`config.mk`:
```
export PLATFORM = sky130hd
export DESIGN_NAME = hazard_stall_ctl
export DESIGN_NICKNAME = d
export VERILOG_FILES = /design/src/rtl/hazard_stall_ctl_pkg.sv /design/src/rtl/hazard_stall_ctl_md_busy_timer.sv /design/src/rtl/hazard_stall_ctl.sv
export SDC_FILE = /design/constraint.sdc
export NUM_CORES = 1
export LEC_CHECK = 0
export CAP_MARGIN = 20
export CORE_MARGIN = 5
export CORE_UTILIZATION = 45
export CTS_CLUSTER_SIZE = 24
export DETAILED_ROUTE_END_ITERATION = 7
export PLACE_DENSITY = 0.82
export SYNTH_ARGS = -nofsm -noshare
export SYNTH_HDL_FRONTEND = slang
export SYNTH_SLANG_ARGS = --single-unit
```
`constraint.sdc`:
```
create_clock -name i_clk -period 4.9 [get_ports i_clk]
set_clock_uncertainty 0.15 [all_clocks]
set_input_delay 0.98 -clock i_clk [delete_from_list [all_inputs] [get_ports i_clk]]
set_output_delay 0.98 -clock i_clk [all_outputs]
set_load 0.03 [all_outputs]
```
`src/rtl/hazard_stall_ctl_pkg.sv`:
```
// ---------------------------------------------------------------------------
// hazard_stall_ctl_pkg
// Shared definitions for the ID-stage hazard/stall controller:
//   - stall_reason_t : encoding reported on o_stallReason
//   - md_state_t     : states of the multiply/divide busy timer
//   - MD_LATENCY_DEFAULT : default busy length of the mul/div unit
//   - regMatch()     : register-compare helper that ignores $0 and unused
//                      source operands
// ---------------------------------------------------------------------------
package hazard_stall_ctl_pkg;

    typedef enum logic [1:0] {
        REASON_NONE     = 2'd0,
        REASON_LOAD_USE = 2'd1,
        REASON_BRANCH   = 2'd2,
        REASON_MULDIV   = 2'd3
    } stall_reason_t;

    typedef enum logic {
        MD_IDLE = 1'b0,
        MD_BUSY = 1'b1
    } md_state_t;

    // Cycles the mul/div unit stays busy after issue; legal range 2..63
    // because the busy counter is 6 bits wide.
    localparam int MD_LATENCY_DEFAULT = 32;

    // A producer register only hazards against a source operand the ID
    // instruction really reads, and $0 is hardwired so it never hazards.
    function automatic logic regMatch(input logic [4:0] producer,
                                      input logic [4:0] source,
                                      input logic       used);
        return used && (producer != 5'd0) && (producer == source);
    endfunction

endpackage

```
`src/rtl/hazard_stall_ctl_md_busy_timer.sv`:
```
// ---------------------------------------------------------------------------
// md_busy_timer
// Tracks occupancy of the multi-cycle multiply/divide unit.
// Ports:
//   i_clk    : clock, state updates on rising edge
//   i_rst    : asynchronous active-high reset, aborts any operation
//   i_start  : a mul/div instruction issues this cycle (already qualified
//              by valid and not-stalled in the parent)
//   o_busy   : unit occupied, high for MD_LATENCY cycles after issue edge
//   o_done   : one-cycle pulse during the final busy cycle
// ---------------------------------------------------------------------------
module md_busy_timer
    import hazard_stall_ctl_pkg::*;
#(
    parameter int MD_LATENCY = MD_LATENCY_DEFAULT
)(
    input  logic i_clk,
    input  logic i_rst,
    input  logic i_start,
    output logic o_busy,
    output logic o_done
);

    // The counter is loaded with MD_LATENCY-1 and counts down to 0, so the
    // BUSY state lasts exactly MD_LATENCY cycles.
    localparam logic [5:0] LOAD_VALUE = 6'(MD_LATENCY - 1);

    md_state_t  r_state;
    md_state_t  w_stateNext;
    logic [5:0] r_count;
    logic [5:0] w_countNext;

    // State and counter registers. Reset drops straight back to IDLE so an
    // operation in flight is abandoned without ever producing o_done.
    always_ff @(posedge i_clk or posedge i_rst) begin
        if (i_rst) begin
            r_state <= MD_IDLE;
            r_count <= 6'd0;
        end else begin
            r_state <= w_stateNext;
            r_count <= w_countNext;
        end
    end

    // Next-state and done logic. A start can only be accepted from IDLE:
    // while BUSY the parent stalls every mul/div instruction, so the first
    // cycle after the done pulse is where a waiting instruction issues.
    always_comb begin
        w_stateNext = r_state;
        w_countNext = r_count;
        o_done      = 1'b0;
        case (r_state)
            MD_IDLE: begin
                if (i_start) begin
                    w_stateNext = MD_BUSY;
                    w_countNext = LOAD_VALUE;
                end
            end
            MD_BUSY: begin
                if (r_count == 6'd0) begin
                    o_done      = 1'b1;
                    w_stateNext = MD_IDLE;
                end else begin
                    w_countNext = r_count - 6'd1;
                end
            end
            default: begin
                w_stateNext = MD_IDLE;
                w_countNext = 6'd0;
            end
        endcase
    end

    assign o_busy = (r_state == MD_BUSY);

endmodule

```
`src/rtl/hazard_stall_ctl.sv`:
```
// ---------------------------------------------------------------------------
// hazard_stall_ctl
// ID-stage hazard detector for a 5-stage MIPS-style pipeline. Detects
// load-use, branch-operand and mul/div-busy hazards and stalls ID.
// Ports:
//   i_clk, i_rst        : clock / asynchronous active-high reset
//   i_instr             : instruction in ID
//   i_idValid           : ID holds a real instruction (0 = bubble)
//   i_regWrite          : ID instruction writes a register
//   i_regDest           : destination is rd (instr[15:11]) else rt
//   i_usesRs, i_usesRt  : ID instruction reads rs / rt
//   i_memRead           : ID instruction is a load
//   i_branch            : ID instruction resolves registers in ID
//   i_mulDivStart       : ID instruction is mult/multu/div/divu
//   i_hiLoAccess        : ID instruction is mfhi/mflo/mthi/mtlo
//   o_stall             : hold PC and IF/ID
//   o_bubbleEx          : inject NOP into ID/EX (same as o_stall)
//   o_stallReason       : 0 none, 1 load-use, 2 branch, 3 mul/div busy
//   o_mdBusy, o_mdDone  : mul/div unit occupied / final busy cycle pulse
// ---------------------------------------------------------------------------
module hazard_stall_ctl
    import hazard_stall_ctl_pkg::*;
#(
    parameter int MD_LATENCY = MD_LATENCY_DEFAULT
)(
    input  logic        i_clk,
    input  logic        i_rst,
    input  logic [31:0] i_instr,
    input  logic        i_idValid,
    input  logic        i_regWrite,
    input  logic        i_regDest,
    input  logic        i_usesRs,
    input  logic        i_usesRt,
    input  logic        i_memRead,
    input  logic        i_branch,
    input  logic        i_mulDivStart,
    input  logic        i_hiLoAccess,
    output logic        o_stall,
    output logic        o_bubbleEx,
    output logic [1:0]  o_stallReason,
    output logic        o_mdBusy,
    output logic        o_mdDone
);

    logic [4:0]    w_rs;
    logic [4:0]    w_rt;
    logic [4:0]    w_idDst;
    logic          w_unusedInstrBits;

    logic [4:0]    r_exDst;
    logic          r_exLd;
    logic [4:0]    r_memDst;
    logic          r_memLd;

    logic          w_exMatch;
    logic          w_memMatch;
    logic          w_loadUseHaz;
    logic          w_branchHaz;
    logic          w_mdHaz;
    logic          w_stall;
    logic          w_mdStart;
    logic          w_mdBusy;
    logic          w_mdDone;
    stall_reason_t w_reason;

    assign w_rs              = i_instr[25:21];
    assign w_rt              = i_instr[20:16];
    assign w_unusedInstrBits = ^{i_instr[31:26], i_instr[10:0]};

    // Destination of the ID instruction; non-writers report $0, which the
    // compare helper treats as "never matches".
    assign w_idDst = i_regWrite ? (i_regDest ? i_instr[15:11] : i_instr[20:16])
                                : 5'd0;

    // Shadow copies of the EX and MEM destinations. A stalled or invalid ID
    // instruction enters EX as a bubble so it cannot hazard against itself.
    always_ff @(posedge i_clk or posedge i_rst) begin
        if (i_rst) begin
            r_exDst  <= 5'd0;
            r_exLd   <= 1'b0;
            r_memDst <= 5'd0;
            r_memLd  <= 1'b0;
        end else begin
            r_memDst <= r_exDst;
            r_memLd  <= r_exLd;
            if (i_idValid && !w_stall) begin
                r_exDst <= w_idDst;
                r_exLd  <= i_memRead;
            end else begin
                r_exDst <= 5'd0;
                r_exLd  <= 1'b0;
            end
        end
    end

    // Hazard terms. Branches need operands in ID, so they wait on any EX
    // producer and additionally on a load still in MEM; that is why a branch
    // behind a load stalls twice (load-use first, then the MEM load).
    always_comb begin
        w_exMatch    = regMatch(r_exDst, w_rs, i_usesRs)
                     || regMatch(r_exDst, w_rt, i_usesRt);
        w_memMatch   = regMatch(r_memDst, w_rs, i_usesRs)
                     || regMatch(r_memDst, w_rt, i_usesRt);
        w_loadUseHaz = r_exLd && w_exMatch;
        w_branchHaz  = i_branch && (w_exMatch || (r_memLd && w_memMatch));
        w_mdHaz      = w_mdBusy && (i_mulDivStart || i_hiLoAccess);
        w_stall      = !i_rst && i_idValid
                     && (w_loadUseHaz || w_branchHaz || w_mdHaz);
    end

    // Reason code with mul/div taking precedence, then load-use, then branch.
    always_comb begin
        w_reason = REASON_NONE;
        if (w_stall) begin
            if (w_mdHaz) begin
                w_reason = REASON_MULDIV;
            end else if (w_loadUseHaz) begin
                w_reason = REASON_LOAD_USE;
            end else begin
                w_reason = REASON_BRANCH;
            end
        end
    end

    // A mul/div held back by any hazard must not start the unit.
    assign w_mdStart = i_idValid && i_mulDivStart && !w_stall;

    md_busy_timer #(
        .MD_LATENCY (MD_LATENCY)
    ) u_mdBusyTimer (
        .i_clk   (i_clk),
        .i_rst   (i_rst),
        .i_start (w_mdStart),
        .o_busy  (w_mdBusy),
        .o_done  (w_mdDone)
    );

    assign o_stall       = w_stall;
    assign o_bubbleEx    = w_stall;
    assign o_stallReason = w_reason;
    assign o_mdBusy      = w_mdBusy;
    assign o_mdDone      = w_mdDone;

endmodule

```
## Word-level counts from Yosys, hierarchy flattened

Cells that the tools add are included.
Widths: inputs -> output; s select.

- Reduce and logical (&&, ||, !) cells: 29
- Multiplexer cells: 15
- Equal/unequal tests: 6
- $add $sub $neg: 1
- Bitwise gates (word level): 1

Operators with widths:

| cell | count |
|---|---|
| $eq 5x5->1 | 4 |
| $logic_and 1x1->1 | 17 |
| $mux 5 | 3 |
| $mux 6 | 2 |
| $pmux 6 s2 | 1 |
| $reduce_bool 5->1 | 2 |
| $logic_not 6->1 | 1 |
| $logic_or 1x1->1 | 6 |
| $mux 2 | 3 |
| $sub 6x1->6 const B | 1 |
| $mux 1 | 5 |
| $logic_not 1->1 | 2 |
| $ne 2x1->1 const B | 1 |
| $ne 2x2->1 const B | 1 |
| $pmux 1 s2 | 1 |
| $reduce_and 2->1 | 1 |
| $not 1->1 | 1 |

- Register bits: 19
- Word-level logic and storage cells: 58

## Longest topological paths before layout

- Depth in word-level cells: 14
- Mapped depth: 7

## By module

Synthesis repeated with hierarchy kept, for this count alone.

- Cells, all modules: 119
- Area, all modules: 1194.9 sq um

Modules (own cells, without submodules):

| module | sequential area each (sq um) | instances | area an instance (sq um) | cells each |
|---|---|---|---|---|
| hazard_stall_ctl | 300.3 | 1 | 788.3 | 78 |
| md_busy_timer | 175.2 | 1 | 406.6 | 41 |

## Worst setup path before layout

No wires, ideal clock.

- Kind: input to output
- From: input i_rst
- To: output o_stall
- Path slack: 1.178 ns
- Data required time: 3.770 ns
- Path buffers: 1
- Cell stages on the path: 6
- Arrival time: 2.592 ns
- Cell sequence: inv_1 > nand2_1 > a211o_1 > o22ai_2 > or2_2 > buf_4

- Cells in the longest elaborated chain, start to end: 3

Ends and longest elaborated chain:

| element | line | source |
|---|---|---|
| from (decl) | hazard_stall_ctl.sv:27 | `input logic i_rst,` |
| $logic_not 1->1 (no source line) | -- |  |
| $logic_and 1x1->1 | hazard_stall_ctl.sv:107 | `w_stall = !i_rst && i_idValid` |
| $logic_and 1x1->1 | hazard_stall_ctl.sv:108 | `&& (w_loadUseHaz \|\| w_branchHaz \|\| w_mdHaz);` |
| to (decl) | hazard_stall_ctl.sv:38 | `output logic o_stall,` |

No other way between the ends.

## Final worst setup path

- From: input i_instr[20]
- To: output o_stallReason[1]

- Cells in the longest elaborated chain, start to end: 10
- Elaborated cells on any way between the ends: 16

Ends and longest elaborated chain:

| element | line | source |
|---|---|---|
| from (decl) | hazard_stall_ctl.sv:28 | `input logic [31:0] i_instr,` |
| $eq 5x5->1 | hazard_stall_ctl_pkg.sv:33 | `return used && (producer != 5'd0) && (producer == source);` |
| $logic_and 1x1->1 | hazard_stall_ctl_pkg.sv:33 |  |
| $logic_or 1x1->1 | hazard_stall_ctl.sv:103 | `\|\| regMatch(r_memDst, w_rt, i_usesRt);` |
| $logic_and 1x1->1 | hazard_stall_ctl.sv:105 | `w_branchHaz = i_branch && (w_exMatch \|\| (r_memLd && w_memMatch));` |
| $logic_or 1x1->1 | hazard_stall_ctl.sv:105 |  |
| $logic_and 1x1->1 | hazard_stall_ctl.sv:105 |  |
| $logic_or 1x1->1 (2 in series) | hazard_stall_ctl.sv:108 |  |
| $logic_and 1x1->1 | hazard_stall_ctl.sv:108 |  |
| $mux 2 * | hazard_stall_ctl.sv:114 | `if (w_stall) begin` |
| to (decl) | hazard_stall_ctl.sv:40 | `output logic [1:0] o_stallReason,` |

Every way passes the cells marked *; elsewhere a longest branch is shown, timed or not.

==> summary.txt <==
Status
  – Status: finished, final reports clean

Setup path
  – Startpoint Class: primary input
  – Critical path peak fanout: 4
  – CP max stage cell: clkdlybuf4s50_1
  – CP most frequent cell: clkdlybuf4s50_1
  – CP Capture Type: output pin
  – CP Buf/Inv Count: 2
  – Critical path class: primary input to output pin
  – Worst endpoint required time: roughly 3800 ps
  – CP delay by family, top: buffers and inverters
  – Crit-path cells: clkdlybuf4s50_1 -> xnor2_1 -> nand4_1 -> o22ai_1 -> and3_1 -> o21a_1 -> clkdlybuf4s50_1
  – CP Data Arrival Time: about 3200 ps
  – Max incr delay on CP: 670 ps

Flow run
  – Max-cap violations: 0

Drt
  – Drt first pass iters: 4
  – Via count: between 900 and 1000
  – Vias per std cell: 5.46
  – DRC: 0
  – Wire length per cell: around 15 um
  – Routed Antenna Nets: 0
  – Initial DRC Count: 26
  – WL final: 2790 um

Clocking
  – H-tree Lvls: 1
  – CTS sink cnt: 19
  – Clk_lat worst skew: roughly 290 ps
  – CTS Buffer Depth: 2
  – CTS root buffer: clkbuf_4
  – Post-CTS Setup Bufs: 0
  – Hold-fix buffers, CTS: 0
  – CTS tree: done
  – Post-cts sizing count: 0
  – Total CTS buffers: 3
  – Clk slew on worst S/H paths: around 100 ps

Synth
  – Mapped cell area: roughly 0.0011 mm^2
  – Syn_nets: 160
  – Number of synthesized register bits: 19
  – Library cells used by synthesis: 36
  – Seq/Total Area, Yosys: 0.420
  – Cells after Synth: between 100 and 150
  – Yosys warns: 0
  – Mean Syn Cell Area: a little under 10 um^2

STA
  – Setup violators final: 0
  – Least-Margin Pin Slew: 407 ps
  – Fmax: between 0.2 and 0.25 GHz
  – Crit share post-route: 0.888
  – RSZ-0062 raised after global routing: no
  – Max-slew headroom: 0.726
  – Final Hold Vio Count: 0
  – Tmin final: 4350 ps
  – Setup_tns: 0 ps
  – Max Slew Vio Count: 0

Global routing
  – Overflow left after global routing: 0
  – Largest net degree at the start of global routing: 20
  – First-pass GRT wire length: roughly 4600 um
  – Vias in the first global route: ~1000
  – Initial antenna violation count: 0
  – Gr usage total: 0.172

Power and ir drop
  – Pwr/cell area: about 330 mW/mm^2
  – Leakage power: 0.624 nW
  – VDD IR-drop max: ~0.25 mV
  – Power after layout: ~0.50 mW

Final layout
  – Layout cells sized above 1: 0.0861
  – Fillers: 230
  – Layout net count: 196
  – Diodes inserted: 0
  – P&R area growth vs syn: 33.3%

Place
  – Port Buffer Count: 31
  – Routability cong.: approximately 0.85
  – Hpwl dp: ~2200 um

Floorplanning
  – Row count: 18
  – Initial cell density of the core: 0.466
  – Core Footprint: 0.00243 mm^2
  – Die Span Y: about 60 um
  – Die width: 60.2 um
  – Die area: around 0.0036 mm^2
  – # IOs: between 40 and 50

Min path
  – Min-delay worst type: register to register
[worst paths after layout]
kind,startpoint,end,slack (ps),cells after the start
setup reg to reg,r_memDst[3],u_mdBusyTimer.o_busy,3050,6
hold reg to reg,r_exLd,r_memLd,290,0
setup / recovery,i_instr[20],o_stallReason[1],550,7
min in group asynchronous,i_rst,u_mdBusyTimer.r_count[5],890,3
hold / removal,r_exLd,r_memLd,290,0
max in group asynchronous,i_rst,r_memLd,3510,3
[layout by cell type, fill, tap and decap left out, types with 2 or more instances in the layout]
cell	n
clkdlybuf4s50_1	31
dfrtp_1	19
xnor2_1	14
nand2_1	9
xor2_1	8
nor3_1	7
nor2_1	6
o21ai_0	6
nor4_1	5
mux2i_1	5
buf_4	4
inv_1	3
nand4_1	3
a21oi_1	3
clkbuf_4	3
nor4_2	2
nand3_1	2
o21ai_1	2
o21a_1	2
[per-stage QoR]
step	setup slack (ps)	utilization	instances	cell area (um^2)	hold WS, ps
finish	547	0.620	181	1510	290
global route	405	0.620	181	1510	299
CTS	553	0.620	181	1510	290
detailed placement	562	0.610	177	1480	262
global placement	544	0.610	177	1480	258
floorplan	1180	-	116	1130	244
[routing by layer]
| metal | global-route usage | vias up | share of wire |
|---|---|---|---|
| li1 | - | 482 | - |
| met1 | 0.189 | 467 | 0.41 |
| met2 | 0.321 | 34 | 0.52 |
| met3 | 0.0324 | 6 | 0.062 |
| met4 | 0.0665 | 0 | 0.016 |
| met5 | 0 | - | 0 |
[synthesized netlist by cell type, drive strengths merged]
master,n,area share
and3,1,0.0055
nor3,7,0.031
nor2b,1,0.0055
xnor2,14,0.11
a21oi,3,0.013
nand2,9,0.030
or2,1,0.0055
and2,1,0.0055
nand3b,1,0.0066
mux2,1,0.0099
nor2,6,0.020
a31o,1,0.0077
nand3,2,0.0088
nand4,3,0.017
or3,1,0.0055
nor3b,1,0.0066
buf,3,0.020
nor4,7,0.050
inv,3,0.0099
dfrtp,19,0.42
nand2b,1,0.0055
o21ai,8,0.035
ha,1,0.011
a211o,1,0.0077
o22ai,2,0.017
a21o,1,0.0066
mux2i,5,0.044
o21a,2,0.013
clkbuf,1,0.0044
xor2,8,0.062
a32oi,1,0.0077
[worst reg2reg max path, delay by kind of cell, from the launching register on]
family	cells	cell delay [ps]
AOI/OAI and AO/OA	3	500
DFF	1	420
and+or+nand+nor	1	300
buffers and inverters	1	190
xor gates and xnor gates	1	160
[logic make-up (layout without fill, tap and decap cells)]
group | Yosys count | after routing | share of synthesized area
AO/OA/AOI/OAI | 19 | 19 | 0.108
multiplexers | 6 | 6 | 0.0541
adder cells (fa/ha/maj) | 1 | 1 | 0.0110
AND/OR/NAND/NOR | 42 | 42 | 0.202
XOR/XNOR | 22 | 22 | 0.170
buffers and inverters | 7 | 42 | 0.0342
flip-flops | 19 | 19 | 0.420
[power by group]
group | switching (mW) | internal (mW) | total [mW]
Combinational | 0.101 | 0.101 | 0.202
Clock | 0.0453 | 0.0317 | 0.0770
Sequential | 0.0350 | 0.191 | 0.226
Total | 0.182 | 0.323 | 0.505
[flip-flops by register name, summed over array words and instances, names as in the netlist]
name                   count
r_exLd                     1
r_exDst                    5
r_memLd                    1
u_mdBusyTimer.o_busy       1
u_mdBusyTimer.r_count      6
r_memDst                   5
[cell type report]
class / instances / area, um^2 / share of cell area
Clock buffer: 4 / 26.3 / 0.0174
Inverter: 3 / 11.3 / 0.00746
Multi-Input combinational cell: 90 / 618 / 0.410
Sequential cell: 19 / 475 / 0.315
Tap cell: 30 / 37.5 / 0.0249
Timing Repair Buffer: 35 / 340 / 0.226
No activity file was read; power rests on OpenSTA's default activity.
